$ cat src/rtl/pma_region_table.sv
// Runtime-programmable physical-memory-attribute table with per-slot lock and a
// single-register valid/ready lookup pipeline returning the lowest-index matching rule.
module pma_region_table #(
  parameter int unsigned NrRules     = 8,
  parameter int unsigned AddrWidth   = 64,
  parameter logic [2:0]  DefaultAttr = 3'b000,
  localparam int unsigned IdxW       = (NrRules > 1) ? $clog2(NrRules) : 1
) (
  input  logic                 clk_i,
  input  logic                 rst_ni,
  input  logic                 cfg_we_i,
  input  logic [IdxW-1:0]      cfg_idx_i,
  input  logic [1:0]           cfg_field_i,
  input  logic [AddrWidth-1:0] cfg_wdata_i,
  output logic                 cfg_err_o,
  input  logic                 req_valid_i,
  output logic                 req_ready_o,
  input  logic [AddrWidth-1:0] req_addr_i,
  output logic                 resp_valid_o,
  input  logic                 resp_ready_i,
  output logic                 resp_hit_o,
  output logic [IdxW-1:0]      resp_idx_o,
  output logic [2:0]           resp_attr_o
);

  localparam logic [1:0] FieldBase = 2'd0;
  localparam logic [1:0] FieldLen  = 2'd1;
  localparam logic [1:0] FieldAttr = 2'd2;

  logic [AddrWidth-1:0] base_q [NrRules];
  logic [AddrWidth-1:0] base_d [NrRules];
  logic [AddrWidth-1:0] len_q  [NrRules];
  logic [AddrWidth-1:0] len_d  [NrRules];
  logic [2:0]           attr_q [NrRules];
  logic [2:0]           attr_d [NrRules];
  logic [NrRules-1:0]   lock_q, lock_d;
  logic                 cfg_err_q, cfg_err_d;
  logic                 slot_found;

  logic                 resp_valid_q, resp_valid_d;
  logic                 resp_hit_q, resp_hit_d;
  logic [IdxW-1:0]      resp_idx_q, resp_idx_d;
  logic [2:0]           resp_attr_q, resp_attr_d;

  logic                 match_hit_c;
  logic [IdxW-1:0]      match_idx_c;
  logic [2:0]           match_attr_c;
  logic                 accept_c;

  // Parallel wrap-around range compare; descending scan so the lowest index wins.
  always_comb begin
    match_hit_c  = 1'b0;
    match_idx_c  = '0;
    match_attr_c = DefaultAttr;
    for (int i = int'(NrRules) - 1; i >= 0; i--) begin
      if ((len_q[i] != '0) && ((req_addr_i - base_q[i]) < len_q[i])) begin
        match_hit_c  = 1'b1;
        match_idx_c  = IdxW'(i);
        match_attr_c = attr_q[i];
      end
    end
  end

  // Config write decode; locked slots, the reserved field and absent slots reject.
  always_comb begin
    base_d     = base_q;
    len_d      = len_q;
    attr_d     = attr_q;
    lock_d     = lock_q;
    cfg_err_d  = 1'b0;
    slot_found = 1'b0;
    if (cfg_we_i) begin
      for (int i = 0; i < int'(NrRules); i++) begin
        if (cfg_idx_i == IdxW'(i)) begin
          slot_found = 1'b1;
          if (lock_q[i] || (cfg_field_i == 2'd3)) begin
            cfg_err_d = 1'b1;
          end else begin
            case (cfg_field_i)
              FieldBase: base_d[i] = cfg_wdata_i;
              FieldLen:  len_d[i]  = cfg_wdata_i;
              FieldAttr: begin
                attr_d[i] = cfg_wdata_i[2:0];
                lock_d[i] = cfg_wdata_i[3];
              end
              default: ;
            endcase
          end
        end
      end
      if (!slot_found) cfg_err_d = 1'b1;
    end
  end

  assign req_ready_o = !resp_valid_q || resp_ready_i;
  assign accept_c    = req_valid_i && req_ready_o;

  // Output stage: load on accept, drop on consume, otherwise hold.
  always_comb begin
    resp_valid_d = resp_valid_q;
    resp_hit_d   = resp_hit_q;
    resp_idx_d   = resp_idx_q;
    resp_attr_d  = resp_attr_q;
    if (accept_c) begin
      resp_valid_d = 1'b1;
      resp_hit_d   = match_hit_c;
      resp_idx_d   = match_idx_c;
      resp_attr_d  = match_attr_c;
    end else if (resp_ready_i) begin
      resp_valid_d = 1'b0;
    end
  end

  always_ff @(posedge clk_i or negedge rst_ni) begin
    if (!rst_ni) begin
      for (int i = 0; i < int'(NrRules); i++) begin
        base_q[i] <= '0;
        len_q[i]  <= '0;
        attr_q[i] <= '0;
      end
      lock_q       <= '0;
      cfg_err_q    <= 1'b0;
      resp_valid_q <= 1'b0;
      resp_hit_q   <= 1'b0;
      resp_idx_q   <= '0;
      resp_attr_q  <= DefaultAttr;
    end else begin
      base_q       <= base_d;
      len_q        <= len_d;
      attr_q       <= attr_d;
      lock_q       <= lock_d;
      cfg_err_q    <= cfg_err_d;
      resp_valid_q <= resp_valid_d;
      resp_hit_q   <= resp_hit_d;
      resp_idx_q   <= resp_idx_d;
      resp_attr_q  <= resp_attr_d;
    end
  end

  assign cfg_err_o    = cfg_err_q;
  assign resp_valid_o = resp_valid_q;
  assign resp_hit_o   = resp_hit_q;
  assign resp_idx_o   = resp_idx_q;
  assign resp_attr_o  = resp_attr_q;

endmodule

$ cat config.mk
export PLATFORM = sky130hd
export DESIGN_NAME = pma_region_table
export DESIGN_NICKNAME = d
export VERILOG_FILES = /design/src/rtl/pma_region_table.sv
export SDC_FILE = /design/constraint.sdc
export NUM_CORES = 2
export LEC_CHECK = 0
export CORE_UTILIZATION = 60
export DETAILED_ROUTE_END_ITERATION = 8
export PLACE_DENSITY = 0.77
export SLEW_MARGIN = 0
export SYNTH_ARGS = -nofsm -noshare
export SYNTH_HDL_FRONTEND = slang
export SYNTH_SLANG_ARGS = --single-unit
export TNS_END_PERCENT = 20
$ cat constraint.sdc
create_clock -name clk_i -period 11.44 [get_ports clk_i]
set_clock_uncertainty 0.15 [all_clocks]
set_input_delay 2.86 -clock clk_i [delete_from_list [all_inputs] [get_ports clk_i]]
set_output_delay 2.86 -clock clk_i [all_outputs]
set_load 0.01 [all_outputs]
==> reports/metrics.csv <==
stage,metric,value,unit
layout,layout cells sized above 1,0.132,
global_routing,number of global-route vias before repair,68400,
critical_path,Setup CP Type,in -> reg,
logic_synthesis,"Avg Cell Area, Syn",9.11,um2
timing,RSZ-0062 raised after global routing,false,
floorplan,Initial Util,0.605,
critical_path,CP max FO,9,
clocking,post-cts hold buffer count,0,
timing,Final Setup Violations,0,
clocking,"Clk Latency, worst-skew pair",0.77,ns
detailed_routing,DRC violations left,0,
logic_synthesis,ys async rst share,1.00,
logic_synthesis,Post-Syn Nets,10200,
critical_path,WP data arrival,10.83,ns
global_routing,total track usage,0.378,
status,outcome,"finished, final reports clean",
timing,hold slack,0.338,ns
pwr,PwrDens,201,mW/mm2
place,pre-CTS WS,0.472,ns
timing,Worst-Margin Slew,1.35,ns
timing,TNS Setup,0,ns
logic_synthesis,Post-synth EDFFs,0,
logic_synthesis,Synthesis Warnings,0,
layout,nets,10300,
detailed_routing,Routed Antenna Nets,0,
logic_synthesis,Syn Std Cell Area,0.0820,mm2
pwr,Peak VDD IR,0.151,mV
logic_synthesis,sequential area share after synthesis,0.325,
timing,relative slew slack,0.0926,
logic_synthesis,ranking of synthesized cells by area,"dfrtp_1, ha_1, mux2_2",
clocking,H-tree depth,3,
floorplan,io pins,148,
clocking,Worst-path clk slew,0.06,ns
layout,area grow syn2layout,9.72,%
timing,fin crit share,0.905,
logic_synthesis,Yosys reg bits,1065,
clocking,Root Driver,clkbuf_16,
critical_path,"Data required, critical path",11.91,ns
global_routing,initial antenna violation count,6,
timing,max-slew violations,0,
timing,minimum clock period,10.36,ns
floorplan,die area,0.138,mm2
layout,fin cells,11000,
global_routing,largest net degree at the start of global routing,170,
logic_synthesis,Synth area leader,dfrtp_1,
timing,Highest Clock Rate,0.0966,GHz
layout,Layout fillers,11100,
clocking,post-cts resize count,0,
place,Final HPWL DP,206,mm
job,max-cap viol count,0,
place,IO buf count,147,
logic_synthesis,Post-Synthesis Cells,8998,
logic_synthesis,ys flop type,dfrtp_1,
critical_path,Crit. End Element,flop,
timing,Final Hold Vio Count,0,
place,dpl cells,10800,
clocking,total CTS buffers,121,
detailed_routing,initial drt markers,5934,
worst_hold_path,Hold Crit Class,reg -> reg,
detailed_routing,WL per Instance,24.1,um
pwr,Leakage Power,43.1,nW
timing,final setup margin,1.08,ns
detailed_routing,detail-routed via count per cell,6.28,
place,gpl congestion,1.08,
critical_path,CP startpoint kind,input pin,
clocking,Post-CTS Setup Bufs,0,
logic_synthesis,Synth top area share,0.325,
clocking,CTS max path bufs,3,
detailed_routing,First-pass DRT Iterations,6,
clocking,CTS tree,done,
floorplan,Die H,372,um
global_routing,first-pass GRT wire length,397,mm
detailed_routing,drt total wl,265,mm
logic_synthesis,"count leader, synth",inv_1,
global_routing,gr ovfl total,0,
logic_synthesis,top post-synthesis cells by count,"inv_1, dfrtp_1, ha_1",
detailed_routing,via count,69100,
clocking,clk sink count,1065,
floorplan,# rows,135,
logic_synthesis,synth unique cells,85,
floorplan,core area,0.135,mm2
floorplan,Die W,372,um
[registers in the layout, indices dropped and copies added, names as in the netlist]
signal        flops
base_q          512
len_q           512
attr_q           24
lock_q            8
resp_attr_o       3
resp_idx_o        3
cfg_err_o         1
resp_hit_o        1
resp_valid_o      1
[placed cells by master (no fill, tap or decap), drive strengths merged, types with 21 or more instances in the layout]
cell,n
a2111oi,30
a211oi,57
a21boi,21
a21o,439
a21oi,640
a221oi,21
a31oi,61
and2,34
and3,61
buf,138
clkbuf,169
clkdlybuf4s50,146
clkinv,21
dfrtp,1065
ha,1008
inv,1164
mux2,799
nand2,602
nand2b,75
nand3,107
nand4,223
nor2,334
nor2b,89
nor3,77
nor4,168
o211ai,53
o21a,87
o21ai,607
o21bai,83
o31ai,33
xnor2,318
xor2,148
[report_power, final]
| part | switching (W) | internal [W] | total [W] |
|---|---|---|---|
| Combinational | 0.00508 | 0.00380 | 0.00888 |
| Sequential | 0.000570 | 0.00454 | 0.00511 |
| Clock | 0.00171 | 0.00237 | 0.00408 |
| Total | 0.00736 | 0.0107 | 0.0181 |
[stage by stage]
step / cell area (um2) / total power [W] / utilization
final: 89900 / 0.0181 / 0.664
after global routing: 89900 / 0.0193 / 0.664
after CTS: 89900 / 0.0180 / 0.664
after detailed placement: 85800 / 0.0138 / 0.633
after global placement: 85800 / 0.0136 / 0.633
after floorplan: 82000 / 0.0113 / -
[worst max-delay path: stages]
cell	delay (ns)
clkdlybuf4s50_1	0.97
buf_4	0.34
ha_1	0.26
a21o_1	0.17
a21o_1	0.26
a2111oi_0	0.57
nor2_1	0.11
o21ai_0	0.21
buf_4	0.18
o21ai_0	0.24
a21o_1	0.28
nand4_1	0.10
nand2_1	0.07
xor2_1	0.15
ha_1	0.30
nand4_1	0.22
nor4_1	0.79
nand3_1	0.28
a211oi_1	0.64
and4b_1	0.39
o211ai_1	0.38
buf_4	0.31
nor3b_1	0.08
a2111o_1	0.35
a22oi_1	0.18
o21ai_0	0.09
[path summary, 6_finish.rpt]
path                               start             end  slack, ns  cells past startpoint
max                        req_addr_i[1]  resp_attr_o[1]       1.08                     26
min                            lock_q[7]       lock_q[7]       0.34                      1
max reg2reg                    base_q[4]  resp_attr_o[1]       3.82                     26
min reg2reg                    lock_q[7]       lock_q[7]       0.34                      1
max in group asynchronous         rst_ni     base_q[166]       6.89                      3
min in group asynchronous         rst_ni     base_q[335]       1.97                      1
[layout make-up]
cell class                 count  area [um2]  share of cell area
antenna                        4        10.0            0.000111
clock buffer                 169        3450              0.0383
clock inverter                54         666             0.00740
inverter                    1157        4340              0.0483
multi-input combinational   6482       50000               0.556
sequential                  1065       26700               0.296
tap                         1781        2230              0.0248
timing repair buffer         284        2580              0.0287
[layer usage]
metal  track usage  up-vias  share of wire
met5             0        -              0
li1              -    32200              -
met4         0.221        0          0.065
met1         0.486    33800           0.41
met3        0.0507      630          0.071
met2         0.610     2515           0.45
[logic make-up after synthesis]
logic type / Yosys count / share of synthesized area
xor+xnor: 466 / 0.0498
simple gates: 1866 / 0.112
compound gates: 2324 / 0.179
fa+ha+maj: 1016 / 0.156
buf+inv: 1451 / 0.0666
mux: 810 / 0.111
flops: 1065 / 0.325
(Power assumes the default switching activity.)
